<file path="config.mk">
export PLATFORM = sky130hd
export DESIGN_NAME = ex_mem_pipe
export DESIGN_NICKNAME = d
export VERILOG_FILES = /design/src/rtl/cpu_pkg.sv /design/src/rtl/store_bypass.sv /design/src/rtl/ex_mem_pipe.sv
export SDC_FILE = /design/constraint.sdc
export NUM_CORES = 1
export LEC_CHECK = 0
export BUFFER_PORTS_ARGS = -buffer_cell sky130_fd_sc_hd__buf_2
export CAP_MARGIN = 0
export CORE_ASPECT_RATIO = 1.75
export CORE_MARGIN = 2
export CORE_UTILIZATION = 41
export CTS_CLUSTER_DIAMETER = 200
export DETAILED_ROUTE_END_ITERATION = 6
export GPL_TIMING_DRIVEN = 0
export PLACE_DENSITY = 0.86
export RECOVER_POWER = 25
export SKIP_CTS_REPAIR_TIMING = 1
export SYNTH_ARGS = -nofsm -noshare
export SYNTH_HDL_FRONTEND = slang
export SYNTH_SLANG_ARGS = --single-unit
</file>
<file path="constraint.sdc">
create_clock -name clk -period 2.36 [get_ports clk]
set_clock_uncertainty 0.1 [all_clocks]
set_input_delay 0.236 -clock clk [delete_from_list [all_inputs] [get_ports clk]]
set_output_delay 0.236 -clock clk [all_outputs]
set_load 0.02 [all_outputs]
</file>
<file path="src/rtl/cpu_pkg.sv">
// Shared constants and types for the 16-bit pipelined core.
// Holds datapath widths and the memory/writeback control bundle.
package cpu_pkg;

  localparam int DW = 16;
  localparam int RW = 3;

  typedef struct packed {
    logic mem_en;
    logic mem_wr;
    logic reg_wr;
    logic halt;
  } ctrl_t;

  localparam ctrl_t CTRL_BUBBLE = '0;

endpackage

</file>
<file path="src/rtl/store_bypass.sv">
// Store-data forward: pick writeback data over the
// register-file copy when a store reads the reg being written.
module store_bypass #(
  parameter int DW = 16,
  parameter int RW = 3
) (
  input  logic          is_store,
  input  logic          wb_reg_wr,
  input  logic [RW-1:0] wb_rd,
  input  logic [RW-1:0] rs2,
  input  logic [DW-1:0] wb_data,
  input  logic [DW-1:0] r2,
  output logic [DW-1:0] data
);

  logic hit;

  // Forward when writeback targets the store's data register
  always_comb begin
    hit  = is_store && wb_reg_wr && (wb_rd == rs2);
    data = hit ? wb_data : r2;
  end

endmodule

</file>
<file path="src/rtl/ex_mem_pipe.sv">
// EX/MEM pipeline register with stall, deferred flush,
// halt freeze and store-data bypass from writeback.
module ex_mem_pipe #(
  parameter int DW = cpu_pkg::DW,
  parameter int RW = cpu_pkg::RW
) (
  input  logic          clk,
  input  logic          rst,
  input  logic          stall,
  input  logic          flush,
  input  logic          ex_valid,
  input  logic [DW-1:0] ex_alu_out,
  input  logic          ex_zero,
  input  logic          ex_ofl,
  input  logic [DW-1:0] ex_r2,
  input  logic [RW-1:0] ex_rs2,
  input  logic          ex_mem_en,
  input  logic          ex_mem_wr,
  input  logic          ex_reg_wr,
  input  logic [RW-1:0] ex_rd,
  input  logic          ex_halt,
  input  logic [DW-1:0] ex_pc2,
  input  logic          wb_reg_wr,
  input  logic [RW-1:0] wb_rd,
  input  logic [DW-1:0] wb_data,
  output logic          mem_valid,
  output logic [DW-1:0] alu_out,
  output logic          alu_zero,
  output logic          alu_ofl,
  output logic [DW-1:0] r2,
  output logic          mem_en,
  output logic          mem_wr,
  output logic          reg_wr,
  output logic [RW-1:0] rd,
  output logic          HALT,
  output logic [DW-1:0] pc2,
  output logic          halted
);

  import cpu_pkg::*;

  logic          valid_q;
  logic [DW-1:0] alu_q;
  logic          zero_q;
  logic          ofl_q;
  logic [DW-1:0] r2_q;
  logic [RW-1:0] rs2_q;
  ctrl_t         ctrl_q;
  logic [RW-1:0] rd_q;
  logic [DW-1:0] pc2_q;
  logic          flush_pend;
  logic          halted_q;

  ctrl_t         ex_ctrl;
  logic          bubble;
  logic          held_store;
  logic [DW-1:0] load_r2;
  logic [DW-1:0] hold_r2;

  // Qualify execute controls and decide whether this load is a bubble
  always_comb begin
    ex_ctrl.mem_en = ex_mem_en & ex_valid;
    ex_ctrl.mem_wr = ex_mem_wr & ex_valid;
    ex_ctrl.reg_wr = ex_reg_wr & ex_valid;
    ex_ctrl.halt   = ex_halt & ex_valid;
    bubble     = flush | flush_pend | halted_q;
    held_store = valid_q & ctrl_q.mem_en & ctrl_q.mem_wr;
  end

  store_bypass #(.DW(DW), .RW(RW)) u_load_byp (
    .is_store  (ex_mem_en & ex_mem_wr),
    .wb_reg_wr (wb_reg_wr),
    .wb_rd     (wb_rd),
    .rs2       (ex_rs2),
    .wb_data   (wb_data),
    .r2        (ex_r2),
    .data      (load_r2)
  );

  store_bypass #(.DW(DW), .RW(RW)) u_hold_byp (
    .is_store  (held_store),
    .wb_reg_wr (wb_reg_wr),
    .wb_rd     (wb_rd),
    .rs2       (rs2_q),
    .wb_data   (wb_data),
    .r2        (r2_q),
    .data      (hold_r2)
  );

  // Pipeline payload: hold (refreshing store data), bubble, or load
  always_ff @(posedge clk or negedge rst) begin
    if (!rst) begin
      valid_q <= 1'b0;
      alu_q   <= '0;
      zero_q  <= 1'b0;
      ofl_q   <= 1'b0;
      r2_q    <= '0;
      rs2_q   <= '0;
      ctrl_q  <= CTRL_BUBBLE;
      rd_q    <= '0;
      pc2_q   <= '0;
    end else if (stall) begin
      r2_q <= hold_r2;
    end else if (bubble) begin
      valid_q <= 1'b0;
      alu_q   <= '0;
      zero_q  <= 1'b0;
      ofl_q   <= 1'b0;
      r2_q    <= '0;
      rs2_q   <= '0;
      ctrl_q  <= CTRL_BUBBLE;
      rd_q    <= '0;
      pc2_q   <= '0;
    end else begin
      valid_q <= ex_valid;
      alu_q   <= ex_alu_out;
      zero_q  <= ex_zero;
      ofl_q   <= ex_ofl;
      r2_q    <= load_r2;
      rs2_q   <= ex_rs2;
      ctrl_q  <= ex_ctrl;
      rd_q    <= ex_rd;
      pc2_q   <= ex_pc2;
    end
  end

  // Deferred flush across a stall and sticky halt after a valid HALT load
  always_ff @(posedge clk or negedge rst) begin
    if (!rst) begin
      flush_pend <= 1'b0;
      halted_q   <= 1'b0;
    end else if (stall) begin
      if (flush) flush_pend <= 1'b1;
    end else begin
      flush_pend <= 1'b0;
      if (!bubble && ex_valid && ex_halt) halted_q <= 1'b1;
    end
  end

  // Drive outputs; controls are masked by the valid bit
  always_comb begin
    mem_valid = valid_q;
    alu_out   = alu_q;
    alu_zero  = zero_q;
    alu_ofl   = ofl_q;
    r2        = r2_q;
    mem_en    = ctrl_q.mem_en & valid_q;
    mem_wr    = ctrl_q.mem_wr & valid_q;
    reg_wr    = ctrl_q.reg_wr & valid_q;
    HALT      = ctrl_q.halt & valid_q;
    rd        = rd_q;
    pc2       = pc2_q;
    halted    = halted_q;
  end

endmodule

</file>
==> flow_summary.ini <==
[run_status]
outcome = complete, no violations

[logic_synthesis]
ys_types = 26
synth_top_cell_by_area = dfrtp_1
syn_nets = 265
syn_area_sq_um = 2500
synth_cells = 180
yosys.cell_count.top_type = dfrtp_1
synthTopCellsByArea = dfrtp_1 (63%), a22o_1 (14%), a221o_1 (6.4%)
ys_ff_latch = 63
synth_top_area_share = 0.630
ys.flop_type = dfrtp_1
synthArstFlopShare = 1.00
seq_area_frac_synth = 0.630
synth_edf_count = 0
synth_common_cells = dfrtp_1 (63), a22o_1 (40), a221o_1 (16)
avgSynthCellArea_sq_um = 13.9
yosysWarnings = 0

[finish]
final_cells = 417
area_delta_synth_final_pct = 36.6
fin_area_sq_um = 3420
final_core_util = 0.581
drive_above_1_share = 0.357
antenna_cells = 0
nets = 419
fillers = 557

[route]
drt_iter0_markers = 86
wire_per_inst_um = 15.6
drt_pass1_iterations = 4
ant_nets = 0
viasPerCell = 5.13
wl_um = 6490
num_vias = 2138
post-route-drc-count = 0

[sta]
period_share = 0.871
finalHoldViolations = 0
slew_headroom = 0.485
tightest_slew_ns = 0.772
rsz0062_at_grt = false
finalSetupViolCount = 0
fin_crit_ns = 2.05
slew_violations = 0
fmax_ghz = 0.487
tns_ns = 0

[die]
die_x_um = 63.1
row_count = 37
dieHeight_um = 107
num_io_pins = 144
start_util = 0.426
core_sq_um = 5880
dieArea_sq_um = 6770

[grt]
grt_pass1_wl_um = 10400
grt_usage = 0.198
antenna_found_initial = 0
first_global_vias = 2229
grt_max_degree = 64
overflow = 0

[power_and_ir_drop]
leakagePower_nw = 1.80
power_density_nw_per_um2 = 675
ir_worst_vdd_mv = 0.408
p_total_mw = 2.31

[clock_network]
clock-sinks = 63
cts_buffer_depth = 2
htreeDepth = 3
clk_pin_slew_worst_paths_ns = 0.07
cts_buffers = 9
cts_root_buf = clkbuf_8
cts_tree = built
clkLatencyLatePin_ns = 0.32

[run]
max-cap-violations = 0

[placement]
placed_area_sq_um = 3310
place.port_buffers = 142
dp.cells = 400
dp_hpwl_um = 4820
place_congestion = 0.728

[min_path]
hold_class = in2reg
hp-start = ex_pc2[7]

[critical_path]
critPathArrivalTime_ns = 2.21
start_kind = register
crit_fanout = 10
rr_startpoint = rs2_q[0]
worstSetupStartpoint = rs2_q[0]
end_kind = register
required_ns = 2.52
path_class = reg2reg
==> registers in the layout (all words and copies together) (netlist names), 3 cells and up <==
name     count
alu_out     16
pc2         16
r2          16
ctrl_q       4
rd           3
rs2_q        3
==> layout by cell type (no fill, tap or decap), drive strengths merged <==
cell type,instances
nor4,2
or4,1
nand2b,1
a32o,3
nand4,1
buf,102
dfrtp,63
clkinv,1
a221o,16
and3,16
nand2,2
nand3,2
nor2,2
and2,4
o2bb2ai,1
a22o,41
inv,1
nor2b,1
xor2,6
dlygate4sd3,1
clkbuf,72
==> cell families (layout without fill, tap and decap cells) <==
| family | after synthesis | after routing | synth area share |
|---|---|---|---|
| AOI/OAI and AO/OA | 61 | 61 | 0.231 |
| DFF | 63 | 63 | 0.630 |
| buffers and inverters | 18 | 177 | 0.0350 |
| and+or+nand+nor | 32 | 32 | 0.0830 |
| xor gates and xnor gates | 6 | 6 | 0.0210 |
==> metrics by stage <==
stage          hold WS, ns  worst slack, ns
2_1_floorplan       -0.160            0.360
3_3_place_gp         0.352            0.238
3_5_place_dp         0.357            0.210
4_1_cts            0.00619            0.285
5_1_grt            0.00898            0.144
6_report            0.0196            0.305
==> report_power, final <==
| group | total (mW) | internal (mW) | switching [mW] |
|---|---|---|---|
| logic | 0.369 | 0.150 | 0.219 |
| clock network | 0.744 | 0.382 | 0.362 |
| registers | 1.20 | 1.15 | 0.0422 |
==> final timing paths <==
kind / endpoint / slack [ns] / depth (start not counted)
max in group asynchronous: alu_out[8] / 1.20 / 2
worst min-delay path: pc2[7] / 0.02 / 2
worst max register to register: r2[15] / 0.31 / 6
min in group asynchronous: pc2[15] / 0.45 / 2
worst min register to register: ctrl_q[0] / 0.38 / 2
worst max-delay path: r2[15] / 0.31 / 6
==> metal layers <==
metal  vias up  wire [um]  track usage
met5         -          0            0
met4         0        128        0.102
met3        10        423       0.0492
met2        93       3320        0.328
met1      1030       2610        0.239
li1       1005          -            -
==> area by class of cell <==
type / count / area, sq um / area share
plain buffers: 17 / 83.8 / 0.0245
clock inverters: 1 / 5.00 / 0.00146
inverters: 1 / 3.75 / 0.00110
well taps: 78 / 97.6 / 0.0286
repair buffers: 143 / 667 / 0.195
multi-input cells: 99 / 838 / 0.245
flip-flops and latches: 63 / 1580 / 0.461
clock buffers: 15 / 146 / 0.0428
==> worst max-delay path, cell delays in order, from the launching register on <==
cell and delay [ns]:
dfrtp_1 0.39, xor2_1 0.16, or4_1 0.54, buf_6 0.16, o2bb2ai_4 0.25, buf_4 0.22, a221o_1 0.16
(Power assumes the default switching activity.)
